<file path="config.mk">
export PLATFORM = sky130hd
export DESIGN_NAME = cpu_bus_arbiter_flat
export DESIGN_NICKNAME = d
export VERILOG_FILES = /design/src/rtl/cpu_bus_arbiter_if.sv /design/src/rtl/cpu_bus_arbiter.sv /design/src/flat_wrapper.sv
export SDC_FILE = /design/constraint.sdc
export NUM_CORES = 1
export LEC_CHECK = 0
export BUFFER_PORTS_ARGS = -buffer_cell sky130_fd_sc_hd__buf_4
export CAP_MARGIN = 20
export CORE_MARGIN = 2
export CORE_UTILIZATION = 45
export CTS_CLUSTER_SIZE = 20
export DETAILED_ROUTE_END_ITERATION = 8
export PLACE_DENSITY = 0.81
export SKIP_CTS_REPAIR_TIMING = 1
export SLEW_MARGIN = 20
export SYNTH_ARGS = -nofsm -noshare
export SYNTH_HDL_FRONTEND = slang
export SYNTH_SLANG_ARGS = --single-unit
</file>
<file path="constraint.sdc">
create_clock -name clk -period 1.9 [get_ports clk]
set_input_delay 0 -clock clk [delete_from_list [all_inputs] [get_ports clk]]
set_output_delay 0 -clock clk [all_outputs]
set_load 0.03 [all_outputs]
</file>
<file path="src/rtl/cpu_bus_arbiter_if.sv">
// Requester-side and cache-controller-side signals of the two-port bus arbiter.
// The arbiter uses the slave view; the surrounding system or bench uses the master view.
interface cpu_bus_arbiter_if;
  logic        cs0;
  logic        wr_rd0;
  logic [15:0] Address0;
  logic [7:0]  DOut0;
  logic        cs1;
  logic        wr_rd1;
  logic [15:0] Address1;
  logic [7:0]  DOut1;
  logic        ack0;
  logic        ack1;
  logic [7:0]  DIn;
  logic        timeout_err;
  logic        grant;
  logic        busy;
  logic        cc_cs;
  logic        cc_wr_rd;
  logic [15:0] cc_Address;
  logic [7:0]  cc_DOut;
  logic        cc_rdy;
  logic [7:0]  cc_DIn;

  // Handshake: cs is a level request held until a one-cycle ack; cc_cs is a
  // one-cycle strobe and the transaction is done on the first cycle cc_rdy is high.
  modport slave (
    input  cs0, wr_rd0, Address0, DOut0,
    input  cs1, wr_rd1, Address1, DOut1,
    input  cc_rdy, cc_DIn,
    output ack0, ack1, DIn, timeout_err, grant, busy,
    output cc_cs, cc_wr_rd, cc_Address, cc_DOut
  );

  modport master (
    output cs0, wr_rd0, Address0, DOut0,
    output cs1, wr_rd1, Address1, DOut1,
    output cc_rdy, cc_DIn,
    input  ack0, ack1, DIn, timeout_err, grant, busy,
    input  cc_cs, cc_wr_rd, cc_Address, cc_DOut
  );
endinterface

</file>
<file path="src/rtl/cpu_bus_arbiter.sv">
// Round-robin arbiter sharing one cache-controller port between two CPU requesters,
// with a watchdog that aborts transactions the controller never completes.
module cpu_bus_arbiter #(
  parameter int unsigned TIMEOUT = 64
) (
  input  logic             clk,
  input  logic             rst,
  cpu_bus_arbiter_if.slave bus,
  output logic [1:0]       fsm_state
);

  localparam logic [1:0] S_IDLE  = 2'd0;
  localparam logic [1:0] S_ISSUE = 2'd1;
  localparam logic [1:0] S_WAIT  = 2'd2;
  localparam logic [1:0] S_RESP  = 2'd3;

  localparam logic [7:0] CNT_LAST = 8'(TIMEOUT - 1);

  logic [1:0] state;
  logic [7:0] cnt;
  logic       last_grant;
  logic       any_req;
  logic       pick;

  // On a tie the port that did not own the bus last time wins.
  always_comb begin
    any_req = bus.cs0 | bus.cs1;
    pick    = (bus.cs0 && bus.cs1) ? ~last_grant : bus.cs1;
  end

  assign bus.busy  = (state != S_IDLE);
  assign fsm_state = state;

  always_ff @(posedge clk) begin
    if (rst) begin
      state           <= S_IDLE;
      cnt             <= 8'd0;
      last_grant      <= 1'b1;
      bus.grant       <= 1'b0;
      bus.cc_cs       <= 1'b0;
      bus.cc_wr_rd    <= 1'b0;
      bus.cc_Address  <= 16'd0;
      bus.cc_DOut     <= 8'd0;
      bus.ack0        <= 1'b0;
      bus.ack1        <= 1'b0;
      bus.DIn         <= 8'd0;
      bus.timeout_err <= 1'b0;
    end else begin
      case (state)
        S_IDLE: begin
          if (any_req) begin
            bus.grant      <= pick;
            bus.cc_wr_rd   <= pick ? bus.wr_rd1   : bus.wr_rd0;
            bus.cc_Address <= pick ? bus.Address1 : bus.Address0;
            bus.cc_DOut    <= pick ? bus.DOut1    : bus.DOut0;
            bus.cc_cs      <= 1'b1;
            state          <= S_ISSUE;
          end
        end
        S_ISSUE: begin
          bus.cc_cs <= 1'b0;
          cnt       <= 8'd0;
          state     <= S_WAIT;
        end
        S_WAIT: begin
          // A ready arriving on the watchdog's last cycle still completes normally.
          if (bus.cc_rdy) begin
            bus.DIn  <= bus.cc_DIn;
            bus.ack0 <= ~bus.grant;
            bus.ack1 <= bus.grant;
            state    <= S_RESP;
          end else if (cnt == CNT_LAST) begin
            bus.DIn         <= 8'd0;
            bus.timeout_err <= 1'b1;
            bus.ack0        <= ~bus.grant;
            bus.ack1        <= bus.grant;
            state           <= S_RESP;
          end else begin
            cnt <= cnt + 8'd1;
          end
        end
        S_RESP: begin
          bus.ack0        <= 1'b0;
          bus.ack1        <= 1'b0;
          bus.timeout_err <= 1'b0;
          bus.DIn         <= 8'd0;
          last_grant      <= bus.grant;
          state           <= S_IDLE;
        end
        default: state <= S_IDLE;
      endcase
    end
  end

endmodule

</file>
<file path="src/flat_wrapper.sv">
// flat-port wrapper written by rule: the top's interface ports become plain ports
module cpu_bus_arbiter_flat 
#(
  parameter int unsigned TIMEOUT = 64
)
  (clk, rst, fsm_state, bus_cs0, bus_wr_rd0, bus_Address0, bus_DOut0, bus_cs1, bus_wr_rd1, bus_Address1, bus_DOut1, bus_cc_rdy, bus_cc_DIn, bus_ack0, bus_ack1, bus_DIn, bus_timeout_err, bus_grant, bus_busy, bus_cc_cs, bus_cc_wr_rd, bus_cc_Address, bus_cc_DOut);
  cpu_bus_arbiter_if bus_i ();
  input  logic clk;
  input  logic rst;
  output logic [1:0] fsm_state;
  input wire logic [$bits(bus_i.cs0)-1:0] bus_cs0;
  input wire logic [$bits(bus_i.wr_rd0)-1:0] bus_wr_rd0;
  input wire logic [$bits(bus_i.Address0)-1:0] bus_Address0;
  input wire logic [$bits(bus_i.DOut0)-1:0] bus_DOut0;
  input wire logic [$bits(bus_i.cs1)-1:0] bus_cs1;
  input wire logic [$bits(bus_i.wr_rd1)-1:0] bus_wr_rd1;
  input wire logic [$bits(bus_i.Address1)-1:0] bus_Address1;
  input wire logic [$bits(bus_i.DOut1)-1:0] bus_DOut1;
  input wire logic [$bits(bus_i.cc_rdy)-1:0] bus_cc_rdy;
  input wire logic [$bits(bus_i.cc_DIn)-1:0] bus_cc_DIn;
  output wire logic [$bits(bus_i.ack0)-1:0] bus_ack0;
  output wire logic [$bits(bus_i.ack1)-1:0] bus_ack1;
  output wire logic [$bits(bus_i.DIn)-1:0] bus_DIn;
  output wire logic [$bits(bus_i.timeout_err)-1:0] bus_timeout_err;
  output wire logic [$bits(bus_i.grant)-1:0] bus_grant;
  output wire logic [$bits(bus_i.busy)-1:0] bus_busy;
  output wire logic [$bits(bus_i.cc_cs)-1:0] bus_cc_cs;
  output wire logic [$bits(bus_i.cc_wr_rd)-1:0] bus_cc_wr_rd;
  output wire logic [$bits(bus_i.cc_Address)-1:0] bus_cc_Address;
  output wire logic [$bits(bus_i.cc_DOut)-1:0] bus_cc_DOut;
  assign bus_i.cs0 = bus_cs0;
  assign bus_i.wr_rd0 = bus_wr_rd0;
  assign bus_i.Address0 = bus_Address0;
  assign bus_i.DOut0 = bus_DOut0;
  assign bus_i.cs1 = bus_cs1;
  assign bus_i.wr_rd1 = bus_wr_rd1;
  assign bus_i.Address1 = bus_Address1;
  assign bus_i.DOut1 = bus_DOut1;
  assign bus_i.cc_rdy = bus_cc_rdy;
  assign bus_i.cc_DIn = bus_cc_DIn;
  assign bus_ack0 = bus_i.ack0;
  assign bus_ack1 = bus_i.ack1;
  assign bus_DIn = bus_i.DIn;
  assign bus_timeout_err = bus_i.timeout_err;
  assign bus_grant = bus_i.grant;
  assign bus_busy = bus_i.busy;
  assign bus_cc_cs = bus_i.cc_cs;
  assign bus_cc_wr_rd = bus_i.cc_wr_rd;
  assign bus_cc_Address = bus_i.cc_Address;
  assign bus_cc_DOut = bus_i.cc_DOut;
  cpu_bus_arbiter #(.TIMEOUT(TIMEOUT)) u_core (.clk(clk), .rst(rst), .bus(bus_i), .fsm_state(fsm_state));
endmodule
</file>
* After elaboration in Yosys (flattened, before gate mapping)
Index checks and enable logic that the tools add are counted.
Word-level totals: bits in registers 49, input port bits 63, output and inout bits 41, logic and storage cells 62
Cells by class: $add $sub $neg 1, eq/ne operators 9, multiplexer cells 25, bitwise operators 3, reduce and logical (&&, ||, !) cells 12
Operators with widths (count):
- 8-bit 2-to-1 mux | 5
- 8-bit case mux with 2 select lines | 2
- 16-bit 2-to-1 mux | 1
- 1-bit 2-to-1 mux | 9
- 8-bit by 1-bit adder with 8-bit output, second input constant | 1
- 8-bit by 6-bit == test with 1-bit output, second input constant | 1
- 1-bit case mux with 2 select lines | 4
- 2-bit case mux with 4 select lines | 1
- 2-bit AND reduction | 4
- 2-bit nonzero test | 4
- 2-bit 2-to-1 mux | 3
- 3-bit AND reduction | 2
- 2-bit == test, second input constant | 2
- 2-bit by 1-bit != test with 1-bit output, second input constant | 2
- 2-bit != test, second input constant | 2
- 3-bit by 2-bit != test with 1-bit output, second input constant | 1
- 2-bit by 1-bit == test with 1-bit output, second input constant | 1
- 2-bit zero test | 1
- 1-bit NOT | 2
- 1-bit logical AND | 1
- 1-bit OR | 1

* Logic depth before layout (Yosys ltp)
Gate-level depths: netlist of run 1.
word-level depth 4, mapped depth 7, gate-level depth less buffers 6

* Worst setup path before layout of run 1
Ideal clock, no wire load.
path kind reg2reg, start register u_core.state[1], in the netlist u_core.fsm_state[1], end register u_core.cnt[7], setup time 0.134 ns, arrival 1.679 ns, slack 0.087 ns, stages on the path, launching flop included 6, clock period less this slack 1.813 ns, cells stage by stage dfxtp_1 > ha_1 > nand2b_1 > or4_1 > a21oi_1 > a211oi_1
On the way: longest elaborated chain between the ends 3
Ends and longest elaborated chain:
- from (decl) | line cpu_bus_arbiter.sv:19 | logic [1:0] state;
- from (signal assigned) | line cpu_bus_arbiter.sv:36 | state <= S_IDLE;
- from (signal assigned) | line cpu_bus_arbiter.sv:57 | state <= S_ISSUE;
- from (signal assigned) | line cpu_bus_arbiter.sv:63 | state <= S_WAIT;
- 2-bit == test / 2-bit by 1-bit == test with 1-bit output (equally long branches) | line cpu_bus_arbiter.sv:49 | case (state)
- 2-bit != test (no line) / 2-bit nonzero test (equally long branches)
- 3-bit AND reduction (no line)
- to (signal assigned) | line cpu_bus_arbiter.sv:79 | cnt <= cnt + 8'd1;
- to (decl) | line cpu_bus_arbiter.sv:20 | logic [7:0] cnt;
Several ways; a longest one is shown, not always the timed one. A chain may end at the register's enable or synchronous reset.

* Worst setup path in the final report of run 1
start register u_core.state[0], in the netlist u_core.fsm_state[0], end register u_core.cnt[5]
Same word-level chain as after synthesis.

==> results of run 1 <==
==> cells by family (layout without fill, tap and decap cells) <==
| family | Yosys count | after routing | synth area share [%] |
|---|---|---|---|
| buffers and inverters | 22 | 128 | 4.39 |
| and+or+nand+nor | 87 | 88 | 18.1 |
| adders and majority gates | 5 | 5 | 2.74 |
| AOI/OAI and AO/OA | 48 | 48 | 15.0 |
| muxes | 38 | 38 | 16.7 |
| DFF | 49 | 49 | 43.0 |
==> cell usage after synthesis, types with 2 or more instances <==
master    instances  area share (%)
a211oi_1         26             8.6
clkbuf_1         10             1.6
nand2_1          25             4.1
dfxtp_1          49              43
buf_4             2            0.66
nor4_1            2            0.55
inv_1             6            0.99
mux2i_1          37              16
o21a_1            2            0.66
o31ai_1           2            0.66
nand3_1           7             1.5
a21oi_1           6             1.3
nand4_1           2            0.55
nand2b_1          3            0.82
or4_1             3            0.99
nor2_1           36             5.9
buf_2             2            0.44
ha_1              5             2.7
o21ai_0           5             1.1
==> worst max-delay path, cell delays in order, from the launching register on <==
cell and delay [ps]:
dfxtp_1 360, inv_1 120, ha_2 260, and2b_1 230, o21ai_2 140, or4_1 500, o211ai_1 90
==> cell usage in the layout (no fill, tap or decap), types with 2 or more instances in the layout <==
cell type / Yosys / final
nand2b_1: 3 / 3
nand3_1: 7 / 7
dlygate4sd3_1: 0 / 7
nor2_4: 0 / 2
o31ai_1: 2 / 2
ha_1: 5 / 4
or4_1: 3 / 3
dfxtp_1: 49 / 49
buf_12: 0 / 2
buf_4: 2 / 105
o21ai_0: 5 / 5
nor2_1: 36 / 35
inv_1: 6 / 6
a211oi_1: 26 / 26
a21oi_1: 6 / 6
nand4_1: 2 / 2
nand2_1: 25 / 25
clkbuf_8: 0 / 5
bufinv_16: 0 / 2
mux2i_1: 37 / 37
nor4_1: 2 / 2
==> final cells by class <==
type | count | area, um^2 | area share, %
Multi-Input combinational cell | 179 | 1230 | 36.8
Sequential cell | 49 | 981 | 29.3
Timing Repair Buffer | 114 | 898 | 26.8
Tap cell | 67 | 83.8 | 2.50
Clock buffer | 5 | 68.8 | 2.05
Clock inverter | 3 | 65.1 | 1.94
Inverter | 6 | 22.5 | 0.672
==> layer usage <==
| metal | vias to the layer above | track usage [%] | wire length, um |
|---|---|---|---|
| met5 | - | 0 | 0 |
| met4 | 0 | 6.24 | 78 |
| met3 | 9 | 4.28 | 336 |
| met2 | 73 | 36.9 | 3130 |
| met1 | 1025 | 23.6 | 2360 |
| li1 | 1102 | - | - |
==> power groups by stage <==
stage	clock network, mW	registers [mW]	logic, mW
2_1_floorplan	0	2.01	0.980
3_3_place_gp	0	1.48	2.26
3_5_place_dp	0	1.50	2.30
4_1_cts	0.882	1.48	2.31
5_1_grt	0.921	1.52	2.51
6_report	0.867	1.48	2.34
==> registers in the layout (all words and copies together) (netlist names) <==
signal,count
u_core.bus.DIn,8
u_core.bus.ack0,1
u_core.bus.ack1,1
u_core.bus.cc_Address,16
u_core.bus.cc_DOut,8
u_core.bus.cc_cs,1
u_core.bus.cc_wr_rd,1
u_core.bus.grant,1
u_core.bus.timeout_err,1
u_core.cnt,8
u_core.fsm_state,2
u_core.last_grant,1
==> path summary, 6_finish.rpt <==
check	startpoint	to	slack (ps)	cells after the start
worst min register to register	u_core.bus.DIn[0]$_SDFFE_PP0P_	u_core.bus.DIn[0]$_SDFFE_PP0P_	470	2
worst min-delay path	bus_cc_DIn[2]	u_core.bus.DIn[2]$_SDFFE_PP0P_	-20	3
worst max register to register	u_core.fsm_state[0]$_SDFFE_PP0P_	u_core.cnt[5]$_SDFFE_PP0P_	140	6
worst max-delay path	u_core.fsm_state[0]$_SDFFE_PP0P_	u_core.cnt[5]$_SDFFE_PP0P_	140	6
==> per-stage QoR <==
stage | util (%) | power [mW]
2_1_floorplan | - | 2.99
3_3_place_gp | 65.0 | 3.74
3_5_place_dp | 65.0 | 3.80
4_1_cts | 67.8 | 4.68
5_1_grt | 69.6 | 4.95
6_report | 69.6 | 4.69
==> summary.txt, run 1 <==
Outcome
  • Status: finished with violations
  • Violated checks: negative hold slack

Cells and area
  • Fillers: 410
  • Final nets: 423
  • Layout area overhead: 47.0%
  • Final instance area: 3350 um^2
  • Non-filler cells, final: 423
  • Antenna diodes: 0
  • Share of layout cells above drive strength 1: 35.4%

CTS
  • Num CTS Buffers: 5
  • Clock Pin Slew Worst Setup and Hold Paths: 90 ps
  • Root Driver: clkbuf_8
  • Clock latency on the worst-skew pair: 300 ps
  • CTS tree: built
  • Clock buffer depth: 2
  • Clock H-tree levels: 2
  • Clock sink total: 49

STA
  • Hold Fails Final Rpt: 1
  • Fin crit period: 1760 ps
  • Tightest Pin Transition: 557 ps
  • Final setup viols: 0
  • Fmax: 0.567 GHz
  • Final period util: 92.8%
  • RSZ-0062 raised after global routing: false
  • Min Hold Slack: -21.9 ps
  • Total negative setup slack: 0 ps
  • Slew HR: 62.7%
  • Clock Skew: 9.72 ps
  • Final WS setup: 136 ps
  • Max-slew violation count: 0

Placement
  • DP Worst Slack: 87.9 ps
  • DP Area: 3130 um^2
  • GP Congestion: 0.864
  • Port bufs: 103
  • DP HPWL: 4180 um
  • Cell count after placement: 407

Setup path
  • Crit Path Class: reg2reg
  • Worst setup SP type: flop
  • Critical Path AT: 1990 ps
  • Crit path capture type: flop
  • Critical Path RT: 2130 ps
  • Crit path max fanout: 8

Synth
  • Netlist cell types: 38
  • Post-synth ARST share: 0%
  • Synth Cell Area: 2280 um^2
  • Yosys warning count: 0
  • Synth Flop Type: dfxtp_1
  • Post-synth EDFFs: 0
  • Synth Area per Inst: 9.16 um^2
  • Mapped Cells: 249
  • Post-synthesis sequential area ratio: 43.0%
  • Mapped Nets: 317
  • Number of synthesized register bits: 49

Floorplanning
  • Row count: 25
  • Core box area: 4820 um^2
  • I/O pin count: 104
  • Die W: 75.2 um
  • Die Footprint: 5650 um^2
  • Starting Density: 47.3%
  • DIE HEIGHT: 75.2 um

Power and ir drop
  • Lkg Pwr: 1.46 nW
  • Sw frac: 41.6%
  • Int Pwr: 2.74 mW
  • Comb pwr share: 49.9%
  • Clock share of power: 18.5%
  • Sequential share of power: 31.6%
  • Psw: 1.95 mW
  • Power per cell area: 1400 nW/um^2
  • Peak supply drop: 0.924 mV

Job
  • MaxCap Viol Count: 0

Global route
  • First-pass GRT wire length: 8870 um
  • GRT Util Overall: 20.2%
  • Gr ovfl total: 0
  • Largest net degree at the start of global routing: 51
  • Vias in the first global route: 2011
  • Initial antenna violation count: 0

Routing
  • Residual DRC: 0
  • Vias: 2209
  • Total wire length: 5910 um
  • Vias per Instance: 5.22
  • DR pass1 iterations: 4
  • DR WL/cell: 14.0 um
  • Starting DRT DRC Count: 164
  • ANT nets after route: 0

Min path
  • Hold Crit Class: in2reg
Power figures use the tool's default switching activity.
==> inputs of run 2 (changes only) <==
--- a/config.mk
+++ b/config.mk
@@ -9,6 +9,7 @@
 export CAP_MARGIN = 20
 export CORE_MARGIN = 2
 export CORE_UTILIZATION = 45
+export CTS_BUF_LIST = sky130_fd_sc_hd__clkbuf_16
 export CTS_CLUSTER_SIZE = 20
 export DETAILED_ROUTE_END_ITERATION = 8
 export PLACE_DENSITY = 0.81
==> summary.txt, run 2 (synthesis gave the netlist of run 1 again) <==
Floorplanning
  • Starting Density: 47.3%
  • Die Footprint: 5650 um^2
  • Die W: 75.2 um
  • Core box area: 4820 um^2
  • I/O pin count: 104
  • Row count: 25
  • DIE HEIGHT: 75.2 um

STA
  • RSZ-0062 raised after global routing: false
  • Clock Skew: 5.11 ps
  • Hold Fails Final Rpt: 1
  • Total negative setup slack: 0 ps
  • Min Hold Slack: -33.7 ps
  • Final setup viols: 0
  • Fmax: 0.553 GHz
  • Slew HR: 61.8%
  • Final period util: 95.2%
  • Tightest Pin Transition: 571 ps
  • Max-slew violation count: 0
  • Fin crit period: 1810 ps

Placement
  • GP Congestion: 0.864
  • DP HPWL: 4180 um
  • DP Area: 3130 um^2
  • Port bufs: 103

CTS
  • Clock latency on the worst-skew pair: 290 ps
  • Clock Pin Slew Worst Setup and Hold Paths: 70 ps
  • Root Driver: clkbuf_16
  • Clock buffer depth: 2
  • Clock sink total: 49
  • Num CTS Buffers: 5
  • CTS tree: built
  • Clock H-tree levels: 2

Job
  • MaxCap Viol Count: 0

Cells and area
  • Final instance area: 3400 um^2
  • Layout area overhead: 49.0%
  • Multi-input logic area: 1230 um^2
  • Antenna diodes: 0
  • Max reg flops: 16
  • Final nets: 422
  • Commonest non-fill, non-tap cell in the layout: buf_4
  • Commonest cells after routing, fill and taps aside: buf_4 (105), dfxtp_1 (49), mux2i_1 (37), nor2_1 (35), a211oi_1 (26)
  • Fillers: 399
  • Largest Register: u_core.bus.cc_Address
  • Area occupied by registers: 981 um^2
  • Share of layout cells above drive strength 1: 35.2%

Global route
  • Initial antenna violation count: 0
  • First-pass GRT wire length: 8900 um
  • Gr ovfl total: 0
  • Largest net degree at the start of global routing: 51
  • GRT Util Overall: 20.4%
  • Vias in the first global route: 2026

Setup path
  • Critical Path RT: 2120 ps
  • Critical Path AT: 2030 ps
  • R2R setup slack: 90 ps
  • Crit path max fanout: 8
  • Critical R2R Capture: u_core.cnt[5]$_SDFFE_PP0P_
  • Crit Path Class: reg2reg
  • R2R Path Start: u_core.fsm_state[0]$_SDFFE_PP0P_
  • Cell depth of the worst flop-to-flop path: 6
  • Worst setup SP type: flop
  • Crit path capture type: flop

Power and ir drop
  • Power per cell area: 1450 nW/um^2
  • Sequential share of power: 30.1%
  • Peak supply drop: 1.00 mV
  • Sw frac: 40.0%
  • Psw: 1.98 mW
  • Clock share of power: 22.8%
  • Int Pwr: 2.96 mW
  • Lkg Pwr: 1.48 nW
  • Comb pwr share: 47.1%

Outcome
  • Status: finished with violations
  • Violated checks: negative hold slack

Routing
  • Starting DRT DRC Count: 128
  • Residual DRC: 0
  • Total wire length: 5950 um
  • Vias per Instance: 5.21
  • Vias: 2200
  • DR WL/cell: 14.1 um
  • DR pass1 iterations: 4
  • ANT nets after route: 0

Min path
  • Hold Crit Class: in2reg
  • Hold path start: bus_cc_DIn[0]
  • Hold path cells: 3
  • Hold Path End: u_core.bus.DIn[0]$_SDFFE_PP0P_
## run 2: cell count changes in the layout (fill, tap and decap cells not counted)
cell	before	now
clkbuf_16	0	5
clkbuf_8	5	0
dlygate4sd3_1	7	6
ha_1	4	5
ha_2	1	0
## run 2: power by group through the flow
stage                     combinational (mW)  sequential (mW)  clock (mW)
after floorplan                        0.980             2.01           0
after global placement                  2.26             1.48           0
after detailed placement                2.30             1.50           0
after CTS                               2.31             1.48        1.14
after global routing                    2.51             1.52        1.18
final                                   2.33             1.48        1.13
## run 2: final cells by class
type                    count  share of cell area [%]
clock inverters             3                    1.92
clock buffers               5                    3.68
inverters                   6                   0.663
multi-input cells         179                    36.2
flip-flops and latches     49                    28.9
well taps                  67                    2.47
repair buffers            113                    26.2
## run 2: how the worst max path moves through the flow
| stage | start | end | cells past startpoint |
|---|---|---|---|
| floorplan | u_core.fsm_state[1]$_SDFFE_PP0P_ | u_core.cnt[7]$_SDFFE_PP0P_ | 5 |
| global placement | u_core.fsm_state[0]$_SDFFE_PP0P_ | u_core.fsm_state[0]$_SDFFE_PP0P_ | 6 |
| detailed placement | u_core.fsm_state[0]$_SDFFE_PP0P_ | u_core.bus.DIn[2]$_SDFFE_PP0P_ | 6 |
| CTS | u_core.fsm_state[0]$_SDFFE_PP0P_ | u_core.bus.DIn[2]$_SDFFE_PP0P_ | 6 |
| global route | u_core.fsm_state[0]$_SDFFE_PP0P_ | u_core.cnt[7]$_SDFFE_PP0P_ | 5 |
| finish | u_core.fsm_state[0]$_SDFFE_PP0P_ | u_core.cnt[5]$_SDFFE_PP0P_ | 6 |
## run 2: through the flow
step                      setup slack, ps  hold slack [ps]  total power, mW  util (%)  cells
after CTS                            70.5            -34.4             4.93      69.0    415
after global routing                 3.21             3.44             5.21      70.5    422
after global placement                198              259             3.74      65.0    407
final                                91.9            -33.7             4.94      70.5    422
after floorplan                      86.8              142             2.99         -    249
after detailed placement             87.9              271             3.80      65.0    407
## run 2: metal layers
| metal | up-vias | track usage, % | part of all wire [%] |
|---|---|---|---|
| met5 | - | 0 | 0 |
| met4 | 0 | 6.63 | 1.1 |
| met3 | 9 | 5.49 | 5.9 |
| met2 | 69 | 36.0 | 53 |
| met1 | 1023 | 24.0 | 40 |
| li1 | 1099 | - | - |
## run 2: critical path, cell delays in order (launching register included)
cell and delay, ps:
dfxtp_1 350, inv_1 110, ha_1 300, and2b_1 240, o21ai_2 140, or4_1 500, o211ai_1 90
==> inputs of run 3 (changes only) <==
--- a/config.mk
+++ b/config.mk
@@ -13,6 +13,8 @@
 export CTS_CLUSTER_SIZE = 20
 export DETAILED_ROUTE_END_ITERATION = 8
 export PLACE_DENSITY = 0.81
+export RECOVER_POWER = 25
+export SETUP_SLACK_MARGIN = 0.05
 export SKIP_CTS_REPAIR_TIMING = 1
 export SLEW_MARGIN = 20
 export SYNTH_ARGS = -nofsm -noshare
==> summary.txt, run 3 (synthesis gave the netlist of run 1 again) <==
Outcome
  • Status: finished with violations
  • Violated checks: negative hold slack

Cells and area
  • Antenna diodes: 0
  • Largest Register: u_core.bus.cc_Address
  • Commonest cells after routing, fill and taps aside: buf_4 (83), dfxtp_1 (48), mux2i_1 (37), nor2_1 (35), a211oi_1 (26)
  • Layout area overhead: 45.5%
  • Final nets: 422
  • Final Core Density: 68.9%
  • Share of layout cells above drive strength 1: 29.6%
  • Max reg flops: 16
  • Commonest non-fill, non-tap cell in the layout: buf_4

Setup path
  • Crit Path Class: reg2reg
  • Crit path capture type: flop
  • Worst setup SP type: flop
  • Critical Path RT: 2120 ps
  • Crit path max fanout: 8
  • Critical Path AT: 1940 ps

STA
  • Slew HR: 61.5%
  • Max-slew violation count: 0
  • Clock Skew: 5.89 ps
  • Tightest Pin Transition: 575 ps
  • Final period util: 90.5%
  • Hold Fails Final Rpt: 1
  • Fmax: 0.582 GHz
  • Final setup viols: 0
  • Final WS setup: 181 ps
  • RSZ-0062 raised after global routing: false
  • Total negative setup slack: 0 ps
  • Min Hold Slack: -35.5 ps
  • Fin crit period: 1720 ps

CTS
  • Num CTS Buffers: 5
  • Root Driver: clkbuf_16
  • Clock buffer depth: 2
  • Clock latency on the worst-skew pair: 290 ps
  • Clock sink total: 49
  • Clock Pin Slew Worst Setup and Hold Paths: 70 ps
  • CTS tree: built
  • Clock H-tree levels: 2

Routing
  • Residual DRC: 0
  • Vias: 2198
  • Starting DRT DRC Count: 140
  • ANT nets after route: 0
  • Vias per Instance: 5.21
  • DR WL/cell: 14.1 um
  • Total wire length: 5950 um
  • DR pass1 iterations: 4

Global route
  • Vias in the first global route: 2026
  • GRT Util Overall: 20.4%
  • Largest net degree at the start of global routing: 51
  • First-pass GRT wire length: 8900 um
  • Initial antenna violation count: 0
  • Gr ovfl total: 0

Floorplanning
  • DIE HEIGHT: 75.2 um
  • Die Footprint: 5650 um^2
  • Starting Density: 47.3%
  • Die W: 75.2 um
  • Core box area: 4820 um^2
  • I/O pin count: 104
  • Row count: 25

Job
  • MaxCap Viol Count: 0

Power and ir drop
  • Peak supply drop: 1.00 mV
  • Power per cell area: 1450 nW/um^2
  • Lkg Pwr: 1.39 nW

Placement
  • GP Congestion: 0.864
  • Port bufs: 103
  • DP Worst Slack: 87.9 ps
  • DP HPWL: 4180 um

Min path
  • Hold Crit Class: in2reg
[run 3: cell count changes in the layout (fill, tap and decap cells not counted), sizes merged]
cell / before / now
buf: 107 / 85
clkbuf: 5 / 27
[run 3: report_power, final]
| group | switching (mW) | total (mW) | internal [mW] | leakage, nW |
|---|---|---|---|---|
| Combinational | 1.43 | 2.21 | 0.780 | 0.896 |
| Clock | 0.378 | 1.13 | 0.751 | 0.0938 |
| Sequential | 0.171 | 1.48 | 1.31 | 0.403 |
| Total | 1.98 | 4.82 | 2.84 | 1.39 |
[run 3: final cells by class]
cell class | instances | area (um^2)
inverter | 6 | 22.5
clock inverter | 3 | 65.1
clock buffer | 5 | 125
multi-input combinational | 179 | 1230
timing repair buffer | 113 | 806
fill | 426 | 1500
tap | 67 | 83.8
sequential | 49 | 982
[run 3: path summary, 6_finish.rpt]
check,end,depth (start not counted),start,slack [ps]
max,u_core.cnt[5]$_SDFFE_PP0P_,6,u_core.fsm_state[0]$_SDFFE_PP0P_,180
min,u_core.bus.DIn[0]$_SDFFE_PP0P_,3,bus_cc_DIn[0],-40
max reg2reg,u_core.cnt[5]$_SDFFE_PP0P_,6,u_core.fsm_state[0]$_SDFFE_PP0P_,180
min reg2reg,u_core.bus.DIn[0]$_SDFFE_PP0P_,2,u_core.bus.DIn[0]$_SDFFE_PP0P_,460
[run 3: layer usage]
metal  up-vias  GRT usage [%]  wire, um  part of all wire, %
li1       1098              -         -                    -
met4         0           6.63        57                 0.96
met1      1035           24.0      2480                   42
met3         7           5.49       283                  4.8
met5         -              0         0                    0
met2        58           36.0      3130                   53
[run 3: worst max-delay path: stages (launching register included)]
cell      delay (ps)
dfxtp_2          350
inv_1            100
ha_2             260
and2b_1          220
o21ai_2          140
or4_1            490
o211ai_1          90
[run 3: through the flow]
step | instance area (um^2) | total power, mW | cells | hold WS, ps
after floorplan | 2280 | 2.99 | 249 | 142
after global placement | 3130 | 3.74 | 407 | 259
after detailed placement | 3130 | 3.80 | 407 | 271
after CTS | 3320 | 4.93 | 415 | -34.4
after global routing | 3320 | 5.08 | 422 | 3.44
final | 3320 | 4.82 | 422 | -35.5
